### src/rtl/div_pkg.sv
// Shared types and helpers for the shift/subtract divider.
// Contents: state_t (controller states) and cnt_w() (step counter width).
// Imported by div_regs and shift_sub_divider.
package div_pkg;

  typedef enum logic [1:0] {
    IDLE = 2'd0,
    CALC = 2'd1,
    DONE = 2'd2
  } state_t;

  // Counter must hold the value WIDTH itself, hence WIDTH+1.
  function automatic int cnt_w(input int width);
    return (width < 1) ? 1 : $clog2(width + 1);
  endfunction

endpackage

### src/rtl/div_regs.sv
// Working register {remainder, quotient} (2*WIDTH+1 bits) plus divisor register.
// Ports: clk, n_reset; load (capture operands), step (one restoring step);
//        dividend/divisor operands in; step_res = work value after the current step.
module div_regs
  import div_pkg::*;
#(
  parameter int WIDTH = 4
) (
  input  logic               clk,
  input  logic               n_reset,
  input  logic               load,
  input  logic               step,
  input  logic [WIDTH-1:0]   dividend,
  input  logic [WIDTH-1:0]   divisor,
  output logic [2*WIDTH-1:0] step_res
);

  logic [2*WIDTH:0]   work;
  logic [2*WIDTH:0]   work_nxt;
  logic [WIDTH-1:0]   dreg;
  logic [2*WIDTH:0]   shifted;
  logic [WIDTH+1:0]   diff_ext;

  // One restoring step: shift left, trial-subtract the divisor from the
  // upper WIDTH+1 bits. The extra top bit of diff_ext is the borrow.
  always_comb begin
    shifted  = work << 1;
    diff_ext = {1'b0, shifted[2*WIDTH:WIDTH]} - {2'b00, dreg};
    work_nxt = shifted;
    if (!diff_ext[WIDTH+1]) begin
      work_nxt[2*WIDTH:WIDTH] = diff_ext[WIDTH:0];
      // shifted[0] is always 0, so setting it inserts the quotient bit
      // (also valid for WIDTH=1 where no middle bits exist).
      work_nxt[0] = 1'b1;
    end
  end

  always_ff @(posedge clk or negedge n_reset) begin
    if (!n_reset) begin
      work <= '0;
      dreg <= '0;
    end else if (load) begin
      work <= {{(WIDTH+1){1'b0}}, dividend};
      dreg <= divisor;
    end else if (step) begin
      work <= work_nxt;
    end
  end

  // The remainder's top bit is always 0 after a step, so it is not exported.
  assign step_res = work_nxt[2*WIDTH-1:0];

endmodule

### src/rtl/shift_sub_divider.sv
// Sequential unsigned restoring divider, one quotient bit per clock (start/done handshake).
// Ports: clk, n_reset (async, active-low); start, dividend, divisor in;
//        busy, done (1-cycle pulse), quotient, remainder, div_by_zero out (all registered).
module shift_sub_divider
  import div_pkg::*;
#(
  parameter int WIDTH = 4
) (
  input  logic             clk,
  input  logic             n_reset,
  input  logic             start,
  input  logic [WIDTH-1:0] dividend,
  input  logic [WIDTH-1:0] divisor,
  output logic             busy,
  output logic             done,
  output logic [WIDTH-1:0] quotient,
  output logic [WIDTH-1:0] remainder,
  output logic             div_by_zero
);

  localparam int CNT_W = cnt_w(WIDTH);

  state_t               state;
  logic [CNT_W-1:0]     count;
  logic                 divisor_zero;
  logic                 load;
  logic                 step;
  logic [2*WIDTH-1:0]   step_res;

  assign divisor_zero = (divisor == '0);
  assign load         = (state == IDLE) && start && !divisor_zero;
  assign step         = (state == CALC);

  div_regs #(.WIDTH(WIDTH)) u_regs (
    .clk      (clk),
    .n_reset  (n_reset),
    .load     (load),
    .step     (step),
    .dividend (dividend),
    .divisor  (divisor),
    .step_res (step_res)
  );

  always_ff @(posedge clk or negedge n_reset) begin
    if (!n_reset) begin
      state       <= IDLE;
      count       <= '0;
      busy        <= 1'b0;
      done        <= 1'b0;
      quotient    <= '0;
      remainder   <= '0;
      div_by_zero <= 1'b0;
    end else begin
      done <= 1'b0;
      case (state)
        IDLE: begin
          if (start) begin
            busy <= 1'b1;
            if (divisor_zero) begin
              // No iteration needed: publish the saturated result right away.
              state       <= DONE;
              done        <= 1'b1;
              quotient    <= '1;
              remainder   <= dividend;
              div_by_zero <= 1'b1;
            end else begin
              state <= CALC;
              count <= CNT_W'(WIDTH);
            end
          end
        end
        CALC: begin
          count <= count - 1'b1;
          if (count == CNT_W'(1)) begin
            // Last step: capture the post-step register contents on this edge.
            state       <= DONE;
            done        <= 1'b1;
            quotient    <= step_res[WIDTH-1:0];
            remainder   <= step_res[2*WIDTH-1:WIDTH];
            div_by_zero <= 1'b0;
          end
        end
        DONE: begin
          state <= IDLE;
          busy  <= 1'b0;
        end
        default: begin
          state <= IDLE;
          busy  <= 1'b0;
        end
      endcase
    end
  end

endmodule

### config.mk
export PLATFORM = sky130hd
export DESIGN_NAME = shift_sub_divider
export DESIGN_NICKNAME = d
export VERILOG_FILES = /design/src/rtl/div_pkg.sv /design/src/rtl/div_regs.sv /design/src/rtl/shift_sub_divider.sv
export SDC_FILE = /design/constraint.sdc
export NUM_CORES = 1
export LEC_CHECK = 0
export CAP_MARGIN = 30
export CORE_UTILIZATION = 55
export CTS_CLUSTER_SIZE = 20
export DETAILED_ROUTE_END_ITERATION = 6
export PLACE_DENSITY = 0.91
export SLEW_MARGIN = 25
export SYNTH_ARGS = -nofsm -noshare
export SYNTH_HDL_FRONTEND = slang
export SYNTH_HIERARCHICAL = 1
export SYNTH_SLANG_ARGS = --single-unit
### constraint.sdc
create_clock -name clk -period 4.4 [get_ports clk]
set_input_delay 0.88 -clock clk [delete_from_list [all_inputs] [get_ports clk]]
set_output_delay 0.88 -clock clk [all_outputs]
set_load 0.02 [all_outputs]
==> out/metrics.csv, run 1 <==
stage;metric;value;unit
worst_setup_path;crit path DAT;2.91;ns
worst_setup_path;Req. time, crit path;4.65;ns
die;Initial Util;60.19;%
worst_setup_path;WP buf/inv;2;
drt;drt wl/cell;15.61;um
drt;DRT antenna net count;0;
placement;DP Wirelength;2.268;mm
synthesis;asr flop ratio synth;100.0;%
global_route;antenna violations before repair;0;
timing;final setup fails;0;
timing;Fmax;376.0;MHz
die;core area;0.002567;mm^2
pwr;Peak VDD IR;0.0005713;V
worst_setup_path;Max FO, Critical Path;14;
synthesis;Synth Flop Type;dfrtp_1;
placement;Setup WS pre-CTS;1.414;ns
die;die width;55.01;um
synthesis;Synth Area per Inst;10.73;um^2
worst_setup_path;CP max stage cell;clkdlybuf4s50_1;
synthesis;xor-xnor portion of the synthesized cell area;0.5668;%
die;I/O Pins;22;
synthesis;top post-synthesis cells by area;dfrtp_1, mux2_2, mux2i_1;
timing;Worst Skew;0.002679;ns
worst_setup_path;CP peak stage delay;0.48;ns
cts;hold bufs inserted after CTS;0;
final_layout;Area Overhead vs Synth;17.57;%
die;Vert. Die Dim;55.01;um
final_layout;final core utilization;70.76;%
final_layout;# diodes;0;
cts;Worst-path clk slew;0.15;ns
global_route;first-pass GRT wire length;5.009;mm
timing;Final Hold Viols;0;
die;Die Area;0.003026;mm^2
synthesis;count of cell types in the netlist;41;
drt;drt total wl;3.043;mm
worst_setup_path;worst path cell trace;clkdlybuf4s50_1 > nor4_4 > nor2_1 > buf_4 > nor2b_1 > o311ai_0 > o211ai_1;
global_route;GRT Util Overall;23.53;%
timing;worst rel slew slack;62.67;%
synthesis;#FFs+latches synth;28;
worst_setup_path;delay-heaviest family, CP;simple AND/OR/NAND/NOR gates;
drt;Vias/cell;5.769;
pwr;Leakage;0.8892;nW
drt;initial DRC count;35;
synthesis;post-synthesis mux area share;13.44;%
synthesis;post-synth top area share;45.34;%
cts;CTS max path bufs;2;
synthesis;largest family of logic cells by synthesized area;simple AND/OR/NAND/NOR gates;
pwr;power density cells;808.9;mW/mm^2
synthesis;leading area contributor after synthesis;dfrtp_1;
timing;Worst Setup Slack, final;1.740;ns
synthesis;Synth Net Count;162;
synthesis;sequential area share after synthesis;45.34;%
worst_setup_path;type of destination of the critical path;flip-flop;
final_layout;Final nets;184;
global_route;vias in the first global route;1100;
placement;Routability Congestion;0.9357;
final_layout;layout cells sized above 1;16.36;%
synthesis;Cells after Synth;144;
synthesis;Synthesis Warnings;6;
cts;post-CTS setup buffer count;0;
cts;later-pin clock latency in the skew report;0.32;ns
timing;TNS Setup;0;ns
run;Max Cap Violations;0;
timing;crit share post-route;60.45;%
cts;CTS root buf;clkbuf_4;
worst_hold_path;class of the worst hold path;input pin to asynchronous set/reset pin;
timing;unrepaired setup endpoints after global routing;no;
placement;Port Buf Inserts;21;
synthesis;Post-Synth Simple-Gate Area;14.25;%
synthesis;post-synthesis adder-cell area fraction;6.154;%
global_route;pin count of the biggest net entering global routing;27;
drt;DRC violations left;0;
die;row cnt;18;
timing;Worst Tran Pin Value;0.5600;ns
cts;# H-tree levels;1;
drt;DR vias;1125;
timing;crit path time final;2.660;ns
timing;Slew Limit Fails;0;
outcome;outcome;finished clean;
synthesis;Post-Syn Area;0.001545;mm^2
synthesis;Compound-Gate Fraction of Synth Area;12.79;%
global_route;GRT Residual Overflow;0;
cts;TritonCTS clock tree;done;
cts;clk sinks;28;
cts;Post-CTS Resized;0;
synthesis;Post-synth EDFFs;0;
cts;cts bufs inserted;3;
worst_setup_path;startpoint types;input pin;
pwr;Final Total Pwr;1.470;mW
drt;Pre-antenna DRT Iters;4;
worst_setup_path;WS Path Type;input pin to flip-flop;
-- sequential cells by signal, indices dropped and copies added (netlist names) --
register / count
busy: 1
count: 3
div_by_zero: 1
done: 1
quotient: 4
remainder: 4
state: 2
u_regs/dreg: 4
u_regs/work: 8
-- metrics by stage --
step / area, um^2 / hold WS (ns) / cells
after CTS: 1809 / 0.5300 / 194
after global placement: 1762 / 0.4872 / 190
after floorplan: 1545 / 0.4672 / 144
after global routing: 1817 / 0.5471 / 195
final: 1817 / 0.5246 / 195
after detailed placement: 1757 / 0.4984 / 190
-- cell usage after synthesis, types with 2 or more instances --
cell / number
nand2b_1: 2
ha_1: 6
mux2_2: 10
nor2_1: 11
o311ai_0: 2
inv_1: 15
o22ai_1: 2
mux2i_1: 8
buf_4: 3
clkbuf_1: 2
dfrtp_1: 28
a21oi_1: 2
nor2b_1: 2
o211ai_1: 3
o21ai_0: 9
nand2_1: 14
-- worst paths after layout --
path	from	end	slack, ns	cells past startpoint
worst max-delay path	divisor[1]	u_regs/work[6]$_DFFE_PN0P_	1.74	7
max in group asynchronous	n_reset	quotient[1]$_DFFE_PN0P_	3.42	2
worst max register to register	u_regs/work[4]$_DFFE_PN0P_	remainder[2]$_DFFE_PN0P_	1.89	8
worst min register to register	quotient[0]$_DFFE_PN0P_	quotient[0]$_DFFE_PN0P_	0.53	2
min in group clk	quotient[0]$_DFFE_PN0P_	quotient[0]$_DFFE_PN0P_	0.53	2
worst min-delay path	n_reset	u_regs/dreg[3]$_DFFE_PN0P_	0.52	1
-- power by group --
group / switching, mW / internal [mW]
clock: 0.0738 / 0.0920
combinational: 0.439 / 0.408
sequential: 0.0840 / 0.373
-- worst reg2reg max path: stages (launching register included) --
cell and delay [ns]:
dfrtp_1 0.48, ha_1 0.32, nor2b_1 0.15, o31a_4 0.31, nor3_4 0.23, inv_2 0.10, mux2_4 0.30, mux2_2 0.27
mux2_2 0.26
-- layout by cell type, fill, tap and decap left out, types with 2 or more instances in the layout --
| cell | count |
|---|---|
| a21oi_1 | 2 |
| buf_4 | 3 |
| clkbuf_4 | 3 |
| clkdlybuf4s50_1 | 20 |
| dfrtp_1 | 28 |
| ha_1 | 6 |
| inv_1 | 15 |
| mux2_2 | 10 |
| mux2i_1 | 8 |
| nand2_1 | 14 |
| nand2b_1 | 2 |
| nor2_1 | 11 |
| nor2b_1 | 2 |
| o211ai_1 | 3 |
| o21ai_0 | 9 |
| o22ai_1 | 2 |
| o311ai_0 | 2 |
-- cell type report --
cell class / instances / area, um^2
Sequential cell: 28 / 700.7
Tap cell: 30 / 37.54
Inverter: 17 / 68.82
Clock buffer: 3 / 22.52
Multi-Input combinational cell: 92 / 729.5
Fill cell: 181 / 750.7
Timing Repair Buffer: 24 / 227.7
Clock inverter: 1 / 30.03
-- per-layer routing --
layer  global-route usage, %  part of all wire (%)  vias up
met5                       0                     0        -
met4                   7.500                  0.72        0
met3                   2.459                   3.5        4
met2                   40.96                    54       30
met1                   30.58                    42      550
li1                        -                     -      541
-- cells by family after synthesis --
kind of cell / count (synthesis)
adder cells (fa/ha/maj): 7
AND/OR/NAND/NOR: 39
flip-flops: 28
AO/OA/AOI/OAI: 26
XOR/XNOR: 1
buffers and inverters: 24
multiplexers: 19
No activity file was read; power rests on OpenSTA's default activity.
==> run 2: changes to the inputs <==
--- a/config.mk
+++ b/config.mk
@@ -6,10 +6,10 @@
 export NUM_CORES = 1
 export LEC_CHECK = 0
 export CAP_MARGIN = 30
-export CORE_UTILIZATION = 55
+export CORE_UTILIZATION = 48
 export CTS_CLUSTER_SIZE = 20
 export DETAILED_ROUTE_END_ITERATION = 6
-export PLACE_DENSITY = 0.91
+export PLACE_DENSITY = 0.85
 export SLEW_MARGIN = 25
 export SYNTH_ARGS = -nofsm -noshare
 export SYNTH_HDL_FRONTEND = slang
==> constraint.sdc (replaced) <==
create_clock -name clk -period 2.2 [get_ports clk]
set_input_delay 0.44 -clock clk [delete_from_list [all_inputs] [get_ports clk]]
set_output_delay 0.44 -clock clk [all_outputs]
set_load 0.02 [all_outputs]
==> run 2 against run 1 <==
Compared with the run above:
- the run now ends with setup timing left
- combinational power is 140% higher
- count of clock-buffer cells in the layout is 1 higher
- sequential share of layout area is 2.7 points lower
- cell area is 7.6% higher
- worst setup slack worse by 1.8 ns
==> out/metrics.csv, run 2 (synthesis results as in run 1) <==
stage;metric;value;unit;change
worst_setup_path;CP peak stage delay;0.41;ns;-0.07 ns
worst_setup_path;Crit Reg-Reg Endpoint;remainder[1]$_DFFE_PN0P_;;
timing;unrepaired setup endpoints after global routing;yes;;
drt;initial DRC count;49;;+40%
timing;final setup fails;3;;+3
final_layout;layout cells sized above 1;24.16;%;+7.8 points
final_layout;Reg with most FFs;u_regs/work;;
die;Vert. Die Dim;58.74;um;+6.8%
final_layout;Layout Cell Area excl Fill;0.001954;mm^2;+7.6%
worst_setup_path;WS Path Type;flip-flop to flip-flop;;
final_layout;most frequent cells in the layout;dfrtp_1, clkdlybuf4s50_1, buf_4, inv_1, nand2_1;;
timing;Worst Setup Slack, final;-0.06826;ns;-1.809 ns
placement;dpl cell area;0.001874;mm^2;+6.7%
pwr;Peak VDD IR;0.0008816;V;+54%
timing;Worst Skew;0.001760;ns;-0.0009198 ns
pwr;Leakage;0.9649;nW;+8.5%
timing;Slew Limit Fails;0;;unchanged
global_route;antenna violations before repair;0;;unchanged
cts;later-pin clock latency in the skew report;0.32;ns;about the same
pwr;Final Total Pwr;3.206;mW;+120%
worst_setup_path;setup slack, reg-to-reg;-0.07;ns;-1.96 ns
drt;Vias/cell;5.216;;-9.6%
outcome;outcome;complete, but fails checks;;
pwr;power density cells;1640;mW/mm^2;+100%
global_route;pin count of the biggest net entering global routing;29;;+7.4%
die;Die Area;0.003450;mm^2;+14%
cts;cts bufs inserted;3;;unchanged
die;Initial Util;50.61;%;-9.6 points
placement;Routability Congestion;0.8832;;-5.6%
cts;CTS root buf;clkbuf_4;;
worst_setup_path;delay-heaviest family, CP;multiplexers;;
timing;crit share post-route;103.1;%;
cts;clk sinks;28;;unchanged
worst_setup_path;CP dominant cell by count;mux2_2;;
global_route;first-pass GRT wire length;5.506;mm;+9.9%
outcome;failing checks;setup timing;;
die;die width;58.74;um;+6.8%
die;row cnt;20;;+2
final_layout;commonest non-fill, non-tap cell in the layout;dfrtp_1;;
drt;drt wl/cell;14.96;um;-4.1%
cts;# H-tree levels;1;;unchanged
final_layout;number of flip-flops in the largest register;8;;unchanged
worst_setup_path;R2R cell count;7;;-1
cts;Worst-path clk slew;0.15;ns;about the same
run;Max Cap Violations;0;;unchanged
worst_setup_path;worst path cell trace;ha_1 > nor2b_4 > o31a_4 > nor3_4 > mux2_2 > mux2_2 > mux2_2;;
worst_setup_path;Worst Setup SP;u_regs/work[4]$_DFFE_PN0P_;;
final_layout;Fillers;270;;+49%
global_route;GRT Residual Overflow;0;;unchanged
drt;drt total wl;3.322;mm;+9.2%
die;core area;0.003053;mm^2;+19%
die;I/O Pins;22;;unchanged
worst_setup_path;CP max stage cell;dfrtp_1;;
worst_setup_path;crit path DAT;2.50;ns;-0.41 ns
placement;Port Buf Inserts;21;;unchanged
timing;Fmax;440.9;MHz;
worst_setup_path;startpoint types;flip-flop;;
global_route;vias in the first global route;1219;;+11%
global_route;GRT Util Overall;21.89;%;-1.6 points
drt;DRC violations left;0;;unchanged
timing;crit path time final;2.268;ns;
drt;Pre-antenna DRT Iters;4;;unchanged
worst_hold_path;class of the worst hold path;input pin to asynchronous set/reset pin;;
cts;CTS max path bufs;2;;unchanged
timing;Worst Tran Pin Value;0.4750;ns;-0.08496 ns
worst_setup_path;type of destination of the critical path;flip-flop;;
worst_setup_path;reg-to-reg startpoint;u_regs/work[4]$_DFFE_PN0P_;;
drt;DRT antenna net count;0;;unchanged
cts;hold bufs inserted after CTS;0;;unchanged
final_layout;Final nets;197;;+7.1%
timing;Final Hold Viols;0;;unchanged
final_layout;Area Overhead vs Synth;26.48;%;
worst_setup_path;WP buf/inv;0;;-2
final_layout;# diodes;0;;unchanged
worst_setup_path;Req. time, crit path;2.43;ns;-2.22 ns
drt;DR vias;1158;;+2.9%
cts;TritonCTS clock tree;done;;
timing;worst rel slew slack;67.92;%;+5.2 points
worst_setup_path;Max FO, Critical Path;3;;-11
placement;DP Wirelength;2.416;mm;+6.5%
[run 2: worst reg2reg max path, cell delays in order (launching register included)]
cell and delay [ns]:
dfrtp_1 0.41, ha_1 0.30, nor2b_4 0.13, o31a_4 0.29, nor3_4 0.16, mux2_2 0.35, mux2_2 0.26, mux2_2 0.26
[run 2: timing repair]
item | CTS | global route
resized for setup | 4 | 4
endpoints found under the setup margin | 3 | 7
pin swaps | 1 | 0
buffers inserted | 5 | 0
[run 2: worst max-delay path by stage]
stage	slack [ns]	end	cells after the start
after floorplan	-0.11	remainder[2]$_DFFE_PN0P_	8
after global placement	0.004	remainder[2]$_DFFE_PN0P_	8
after detailed placement	-0.04	remainder[1]$_DFFE_PN0P_	7
after CTS	-0.06	remainder[1]$_DFFE_PN0P_	7
after global routing	-0.16	remainder[2]$_DFFE_PN0P_	8
final	-0.07	remainder[1]$_DFFE_PN0P_	7
[run 2: power by group]
group	leakage [nW]	internal [mW]	switching, mW
clock	0.0210	0.101	0.151
sequential	0.336	0.746	0.156
combinational	0.608	1.09	0.966
[run 2: layout make-up]
cell class	instances	area, um^2	area share [%]
inverters	17	68.82	3.521
flip-flops and latches	28	700.7	35.85
multi-input cells	92	750.7	38.41
repair buffers	37	342.8	17.54
well taps	44	55.05	2.817
clock buffers	4	36.28	1.857
[run 2: through the flow]
step	utilization (%)	setup WS (ns)	hold WS [ns]	setup TNS, ns	cells
3_3_place_gp	61.39	0.004147	0.4832	0	215
3_5_place_dp	61.39	-0.04266	0.4975	-0.08003	215
6_report	64.02	-0.06826	0.4729	-0.1689	222
2_1_floorplan	-	-0.1088	0.1444	-0.1974	144
5_1_grt	64.02	-0.1578	0.4931	-0.4200	222
4_1_cts	64.30	-0.05901	0.4817	-0.1389	224
[run 2: metal layers]
metal	wire length (um)	share of wire, %	up-vias	global-route usage [%]
li1	-	-	569	-
met1	1454	44	557	26.10
met3	61	1.8	11	2.418
met5	0	0	-	0
met4	112	3.4	0	11.22
met2	1694	51	21	38.80
